File: src/rtl/cplx_alu.sv
// cplx_alu: sequential complex ALU (ADD/SUB/MUL/MAC/CONJ/CLRACC) sharing one
// 32x32 signed multiplier across four cycles, with a start/busy/done handshake.
module cplx_alu #(
   parameter int MUL_STAGES = 4
) (
   input  logic        clock,
   input  logic        reset,
   input  logic        start,
   input  logic [2:0]  opr,
   input  logic [63:0] opA,
   input  logic [63:0] opB,
   output logic        busy,
   output logic        done,
   output logic [63:0] result,
   output logic        ovf
);
   if (MUL_STAGES != 4) begin : g_bad_stages
      $error("cplx_alu: MUL_STAGES must be 4");
   end
   localparam logic [2:0] OP_ADD = 3'd0;
   localparam logic [2:0] OP_SUB = 3'd1;
   localparam logic [2:0] OP_MUL = 3'd2;
   localparam logic [2:0] OP_MAC = 3'd3;
   localparam logic [2:0] OP_CONJ = 3'd4;
   localparam logic [2:0] OP_CLR = 3'd5;
   typedef enum logic [3:0] {IDLE, EXEC, MUL0, MUL1, MUL2, MUL3, SUM, ACC, DONE} state_t;
   state_t r_st, w_nx;
   logic [63:0] r_a, r_b, r_acc, r_result;
   logic [2:0] r_op;
   logic signed [63:0] r_ac, r_bd, r_ad, r_bc, w_prod;
   logic signed [31:0] w_mx, w_my;
   logic [31:0] r_re, r_im;
   logic r_ovf, r_ovf_o, r_done;
   logic signed [65:0] w_ar, w_ai, w_br, w_bi, w_re, w_im;
   logic w_ovf;
   function automatic logic signed [65:0] sx32(input logic [31:0] v);
      return {{34{v[31]}}, v};
   endfunction
   function automatic logic signed [65:0] sx64(input logic [63:0] v);
      return {{2{v[63]}}, v};
   endfunction
   // exact value fits in 32-bit signed only if bits [65:31] are all equal
   function automatic logic out32(input logic [65:0] v);
      return !(&v[65:31] || ~|v[65:31]);
   endfunction
   assign w_ar = sx32(r_a[63:32]);
   assign w_ai = sx32(r_a[31:0]);
   assign w_br = sx32(r_b[63:32]);
   assign w_bi = sx32(r_b[31:0]);
   // MUL0..MUL3 produce ac, bd, ad, bc on the shared multiplier
   assign w_mx = (r_st == MUL0 || r_st == MUL2) ? r_a[63:32] : r_a[31:0];
   assign w_my = (r_st == MUL0 || r_st == MUL3) ? r_b[63:32] : r_b[31:0];
   assign w_prod = w_mx * w_my;
   always_comb begin
      w_re = '0;
      w_im = '0;
      if (r_st == SUM) begin
         w_re = sx64(r_ac) - sx64(r_bd);
         w_im = sx64(r_ad) + sx64(r_bc);
      end else if (r_st == ACC) begin
         w_re = sx32(r_acc[63:32]) + sx32(r_re);
         w_im = sx32(r_acc[31:0]) + sx32(r_im);
      end else if (r_st == EXEC) begin
         w_re = r_op == OP_ADD ? w_ar + w_br : r_op == OP_SUB ? w_ar - w_br : r_op == OP_CONJ ? w_ar : '0;
         w_im = r_op == OP_ADD ? w_ai + w_bi : r_op == OP_SUB ? w_ai - w_bi : r_op == OP_CONJ ? -w_ai : '0;
      end
   end
   assign w_ovf = out32(w_re) | out32(w_im);
   always_comb begin
      w_nx = r_st;
      case (r_st)
         IDLE: if (start) w_nx = (opr == OP_MUL || opr == OP_MAC) ? MUL0 : EXEC;
         EXEC: w_nx = DONE;
         MUL0: w_nx = MUL1;
         MUL1: w_nx = MUL2;
         MUL2: w_nx = MUL3;
         MUL3: w_nx = SUM;
         SUM:  w_nx = r_op == OP_MAC ? ACC : DONE;
         ACC:  w_nx = DONE;
         default: w_nx = IDLE;
      endcase
   end
   always_ff @(posedge clock) begin
      if (reset) r_st <= IDLE;
      else r_st <= w_nx;
   end
   always_ff @(posedge clock) begin
      if (reset) begin
         r_a <= '0;
         r_b <= '0;
         r_op <= '0;
         r_ac <= '0;
         r_bd <= '0;
         r_ad <= '0;
         r_bc <= '0;
         r_re <= '0;
         r_im <= '0;
         r_ovf <= 1'b0;
         r_acc <= '0;
         r_done <= 1'b0;
         r_result <= '0;
         r_ovf_o <= 1'b0;
      end else begin
         r_done <= r_st == DONE;
         if (r_st == IDLE && start) begin
            r_a <= opA;
            r_b <= opB;
            r_op <= opr;
         end
         if (r_st == MUL0) r_ac <= w_prod;
         if (r_st == MUL1) r_bd <= w_prod;
         if (r_st == MUL2) r_ad <= w_prod;
         if (r_st == MUL3) r_bc <= w_prod;
         if (r_st == EXEC || r_st == SUM || r_st == ACC) begin
            r_re <= w_re[31:0];
            r_im <= w_im[31:0];
            r_ovf <= (r_st == ACC && r_ovf) | w_ovf;
         end
         if (r_st == ACC) r_acc <= {w_re[31:0], w_im[31:0]};
         if (r_st == EXEC && r_op == OP_CLR) r_acc <= '0;
         if (r_st == DONE) begin
            r_result <= {r_re, r_im};
            r_ovf_o <= r_ovf;
         end
      end
   end
   assign busy = r_st != IDLE;
   assign done = r_done;
   assign result = r_result;
   assign ovf = r_ovf_o;
endmodule
File: config.mk
export PLATFORM = sky130hd
export DESIGN_NAME = cplx_alu
export DESIGN_NICKNAME = d
export VERILOG_FILES = /design/src/rtl/cplx_alu.sv
export SDC_FILE = /design/constraint.sdc
export NUM_CORES = 2
export LEC_CHECK = 0
export BUFFER_PORTS_ARGS = -buffer_cell sky130_fd_sc_hd__clkbuf_2
export CAP_MARGIN = 20
export CORE_ASPECT_RATIO = 1.2
export CORE_UTILIZATION = 40
export CTS_CLUSTER_SIZE = 16
export DETAILED_ROUTE_END_ITERATION = 7
export HOLD_SLACK_MARGIN = 0.1
export PLACE_DENSITY = 0.53
export SETUP_SLACK_MARGIN = 0.4
export SLEW_MARGIN = 20
export SYNTH_ARGS = -nofsm -noshare
export SYNTH_HDL_FRONTEND = slang
export SYNTH_SLANG_ARGS = --single-unit
File: constraint.sdc
create_clock -name clock -period 13.11 [get_ports clock]
set_input_delay 2.622 -clock clock [delete_from_list [all_inputs] [get_ports clock]]
set_output_delay 2.622 -clock clock [all_outputs]
set_load 0.005 [all_outputs]
==> impl_metrics.xml <==
<?xml version="1.0" encoding="UTF-8"?>
<metrics>
  <group name="worst_hold_path">
    <metric name="holdCritPathClass" unit="">flop to flop</metric>
  </group>
  <group name="final_layout">
    <metric name="final_area" unit="sq um">82000</metric>
    <metric name="layout-area-overhead-vs-synth" unit="%">8.48</metric>
    <metric name="final-instance-count-excl-fill" unit="">11960</metric>
    <metric name="design.final.nets" unit="">11168</metric>
    <metric name="register_area" unit="sq um">11700</metric>
    <metric name="multi_input_gate_area" unit="sq um">57800</metric>
    <metric name="layout.cells.most_common_list" unit="">1,686 x sky130_fd_sc_hd__nand2_1, 1,214 x sky130_fd_sc_hd__inv_1, 1,090 x sky130_fd_sc_hd__fa_1</metric>
    <metric name="layout_commonest_cell" unit="">sky130_fd_sc_hd__nand2_1</metric>
    <metric name="fillers" unit="">19048</metric>
    <metric name="ratio_of_cells_with_drive_above_1_in_the_final_layout" unit="%">6.85</metric>
  </group>
  <group name="synthesis">
    <metric name="synth_top_family_by_area" unit="">adder cells</metric>
    <metric name="synthArstFlopShare" unit="%">0</metric>
    <metric name="synth_simple_gate_area_share" unit="%">17.4</metric>
    <metric name="synth_area_leaders" unit="">sky130_fd_sc_hd__fa_1 29%, sky130_fd_sc_hd__dfxtp_1 16%, sky130_fd_sc_hd__nand2_1 8.4%</metric>
    <metric name="synth_top_cell_by_area" unit="">sky130_fd_sc_hd__fa_1</metric>
    <metric name="synth.avg_cell_area" unit="sq um">7.95</metric>
    <metric name="postSynthRegisterBits" unit="">586</metric>
    <metric name="xor_xnor_share_of_the_synthesized_area" unit="%">3.95</metric>
    <metric name="synth.top_cell.area_share" unit="%">28.9</metric>
    <metric name="yosysSeqAreaShare" unit="%">15.5</metric>
    <metric name="compound_cell_area_share_of_the_yosys_netlist" unit="%">16.1</metric>
    <metric name="post_synth_top_flop" unit="">sky130_fd_sc_hd__dfxtp_1</metric>
    <metric name="synth.lib_cells_used.distinct" unit="">93</metric>
    <metric name="synthAdderAreaFrac" unit="%">37.3</metric>
    <metric name="syn-instance-count" unit="">9504</metric>
    <metric name="synth.net_count" unit="">11235</metric>
    <metric name="synth-warning-count" unit="">0</metric>
    <metric name="synth_enable_flop_cells" unit="">0</metric>
    <metric name="synthesis.area" unit="sq um">75600</metric>
    <metric name="synth.area.mux_share" unit="%">1.10</metric>
  </group>
  <group name="floorplanning">
    <metric name="design.core.area" unit="sq um">187000</metric>
    <metric name="die_height" unit="um">478</metric>
    <metric name="die_width" unit="um">399</metric>
    <metric name="core.rowCount" unit="">174</metric>
    <metric name="floorplan.die_area" unit="sq um">191000</metric>
    <metric name="io-pin-count" unit="">201</metric>
    <metric name="start_util" unit="%">40.3</metric>
  </group>
  <group name="cts">
    <metric name="post_cts_setup_buffers" unit="">0</metric>
    <metric name="cts.clk_slew.worst_paths" unit="ns">0.07</metric>
    <metric name="cts_root_buffer" unit="">sky130_fd_sc_hd__clkbuf_16</metric>
    <metric name="post_cts_resize_count" unit="">0</metric>
    <metric name="tritoncts" unit="">built</metric>
    <metric name="cts_made_buffers" unit="">71</metric>
    <metric name="clkLatencyLatePin" unit="ns">0.75</metric>
    <metric name="ctsHtreeMaxLevel" unit="">3</metric>
    <metric name="max_buffers_root_to_sink" unit="">3</metric>
    <metric name="cts-hold-fix-buffers" unit="">0</metric>
    <metric name="cts_sinks" unit="">586</metric>
  </group>
  <group name="timing">
    <metric name="timing_max_transition_violations_final" unit="">0</metric>
    <metric name="clock-skew-final" unit="ns">0.0919</metric>
    <metric name="fmaxAchievable" unit="GHz">0.0889</metric>
    <metric name="report.final.hold_viol_count" unit="">0</metric>
    <metric name="slew-limit-headroom" unit="%">14.5</metric>
    <metric name="setup_total_negative_slack" unit="ns">0</metric>
    <metric name="setup_viol" unit="">0</metric>
    <metric name="layout_worst_path_cycle_share" unit="%">85.8</metric>
    <metric name="worst_slew_pin_slew" unit="ns">1.28</metric>
    <metric name="grt_setup_unrepaired" unit="">false</metric>
    <metric name="finalWorstPathRequiredPeriod" unit="ns">11.25</metric>
    <metric name="hold-worst-slack" unit="ns">0.452</metric>
  </group>
  <group name="routing">
    <metric name="drt-pass1-iter-count" unit="">7</metric>
    <metric name="post_drt_antenna_nets" unit="">0</metric>
    <metric name="route.detailed.wl_per_inst" unit="um">26.5</metric>
    <metric name="route.vias.total" unit="">67901</metric>
    <metric name="post-route-drc-count" unit="">0</metric>
    <metric name="drt_iter0_drc" unit="">6337</metric>
    <metric name="drt-total-wl" unit="um">317000</metric>
    <metric name="detail_route.vias_per_cell" unit="">5.68</metric>
  </group>
  <group name="critical_path">
    <metric name="cp.required" unit="ns">13.61</metric>
    <metric name="path_max_fanout" unit="">40</metric>
    <metric name="worstPathBufferInverterCount" unit="">3</metric>
    <metric name="critPathMaxStageDelay" unit="ns">0.90</metric>
    <metric name="cp_common_cell" unit="">sky130_fd_sc_hd__fa_1</metric>
    <metric name="path_class" unit="">flop to flop</metric>
    <metric name="critical_path.startpoint_type" unit="">flop</metric>
    <metric name="critical_path.top_delay_family" unit="">adder cells</metric>
    <metric name="critPathCaptureType" unit="">flop</metric>
    <metric name="slowest_stage_cell_crit_path" unit="">sky130_fd_sc_hd__mux2i_2</metric>
    <metric name="worst-endpoint-arrival" unit="ns">11.75</metric>
  </group>
  <group name="global_route">
    <metric name="grt_max_degree" unit="">94</metric>
    <metric name="track_usage" unit="%">33.2</metric>
    <metric name="grt_pass1_vias" unit="">68292</metric>
    <metric name="initial_antenna_violation_count" unit="">7</metric>
    <metric name="first_pass_grt_wire_length" unit="um">463000</metric>
    <metric name="globalRoute.totalOverflow" unit="">0</metric>
  </group>
  <group name="placed_design">
    <metric name="post-place-cells" unit="">11828</metric>
    <metric name="globalplace.congestion" unit="">1.02</metric>
    <metric name="dp_hpwl" unit="um">254000</metric>
    <metric name="placed_instance_area" unit="sq um">79500</metric>
    <metric name="port_buffers" unit="">200</metric>
  </group>
  <group name="pwr">
    <metric name="power.ir.vdd_worst" unit="mV">0.0989</metric>
    <metric name="powerDensity" unit="nW/um^2">131</metric>
    <metric name="p_leak" unit="nW">37.3</metric>
    <metric name="post-layout-total-power" unit="W">0.0107</metric>
  </group>
  <group name="flow_run">
    <metric name="max_cap_violations" unit="">0</metric>
  </group>
  <group name="status">
    <metric name="status" unit="">completed</metric>
  </group>
</metrics>
[final cells by class]
| class | count | area share [%] |
|---|---|---|
| Multi-Input combinational cell | 7187 | 70.5 |
| Sequential cell | 586 | 14.3 |
| Inverter | 1217 | 5.57 |
| Tap cell | 2464 | 3.76 |
| Timing Repair Buffer | 374 | 2.87 |
| Clock buffer | 92 | 2.45 |
| Clock inverter | 35 | 0.540 |
| Antenna cell | 5 | 0.0153 |
[stage by stage]
stage / setup WS, ns / util [%]
floorplan: 3.14 / -
global placement: 2.13 / 42.4
detailed placement: 1.98 / 42.4
CTS: 1.92 / 43.7
global route: 1.26 / 43.7
finish: 1.86 / 43.8
[kinds of logic (layout without fill, tap and decap cells)]
logic type               Yosys count  after routing
AND/OR/NAND/NOR                 3146           3146
adder cells (fa/ha/maj)         1597           1597
flip-flops                       586            586
buffers and inverters           1731           1718
XOR/XNOR                         341            341
multiplexers                      79             79
AO/OA/AOI/OAI                   2024           2024
other                              0              5
[cell usage after synthesis (all sizes together), types with 44 or more instances]
cell type / number
nor2: 926
a21o: 194
a21oi: 1005
o21ai: 252
a31oi: 67
xnor2: 216
mux2i: 48
clkbuf: 459
nand4: 54
dfxtp: 586
xor2: 125
o21a: 49
fa: 1090
buf: 54
inv: 1214
ha: 507
o21bai: 63
a211oi: 70
nand3: 58
nor2b: 61
nor3: 77
nand2b: 75
nand2: 1693
o211ai: 44
[per-layer routing]
layer	wire [um]	GRT usage [%]	vias to the layer above
met5	27	0	-
met4	22200	19.3	4
met3	24900	5.89	662
met2	144000	53.2	2842
met1	126000	41.7	33866
li1	-	-	30527
[sequential cells by signal, summed over array words and instances (netlist names)]
| register | cells |
|---|---|
| r_a | 64 |
| r_ac | 64 |
| r_acc | 64 |
| r_ad | 64 |
| r_b | 64 |
| r_bc | 64 |
| r_bd | 64 |
| result | 64 |
| r_im | 32 |
| r_re | 32 |
| r_st | 4 |
| r_op | 3 |
| done | 1 |
| ovf | 1 |
| r_ovf | 1 |
[tightest hold or removal path: cells and delay by family (launching register included)]
family	cells	cell delay (ns)
and+or+nand+nor	1	0.05
DFF	1	0.30
AOI/OAI and AO/OA	1	0.05
[path summary, 6_finish.rpt]
path              slack (ns)  cells after the start   endpoint       from
setup reg to reg        1.86                     32   r_ac[63]    r_st[1]
hold reg to reg         0.45                      2  result[7]  result[7]
hold / removal          0.45                      2  result[7]  result[7]
setup / recovery        1.86                     32   r_ac[63]    r_st[1]
[report_power, final]
part           total, W  switching, W  internal (W)
clock           0.00213      0.000902       0.00123
combinational   0.00655       0.00441       0.00214
sequential      0.00203      0.000161       0.00187
No activity file was read; power rests on OpenSTA's default activity.
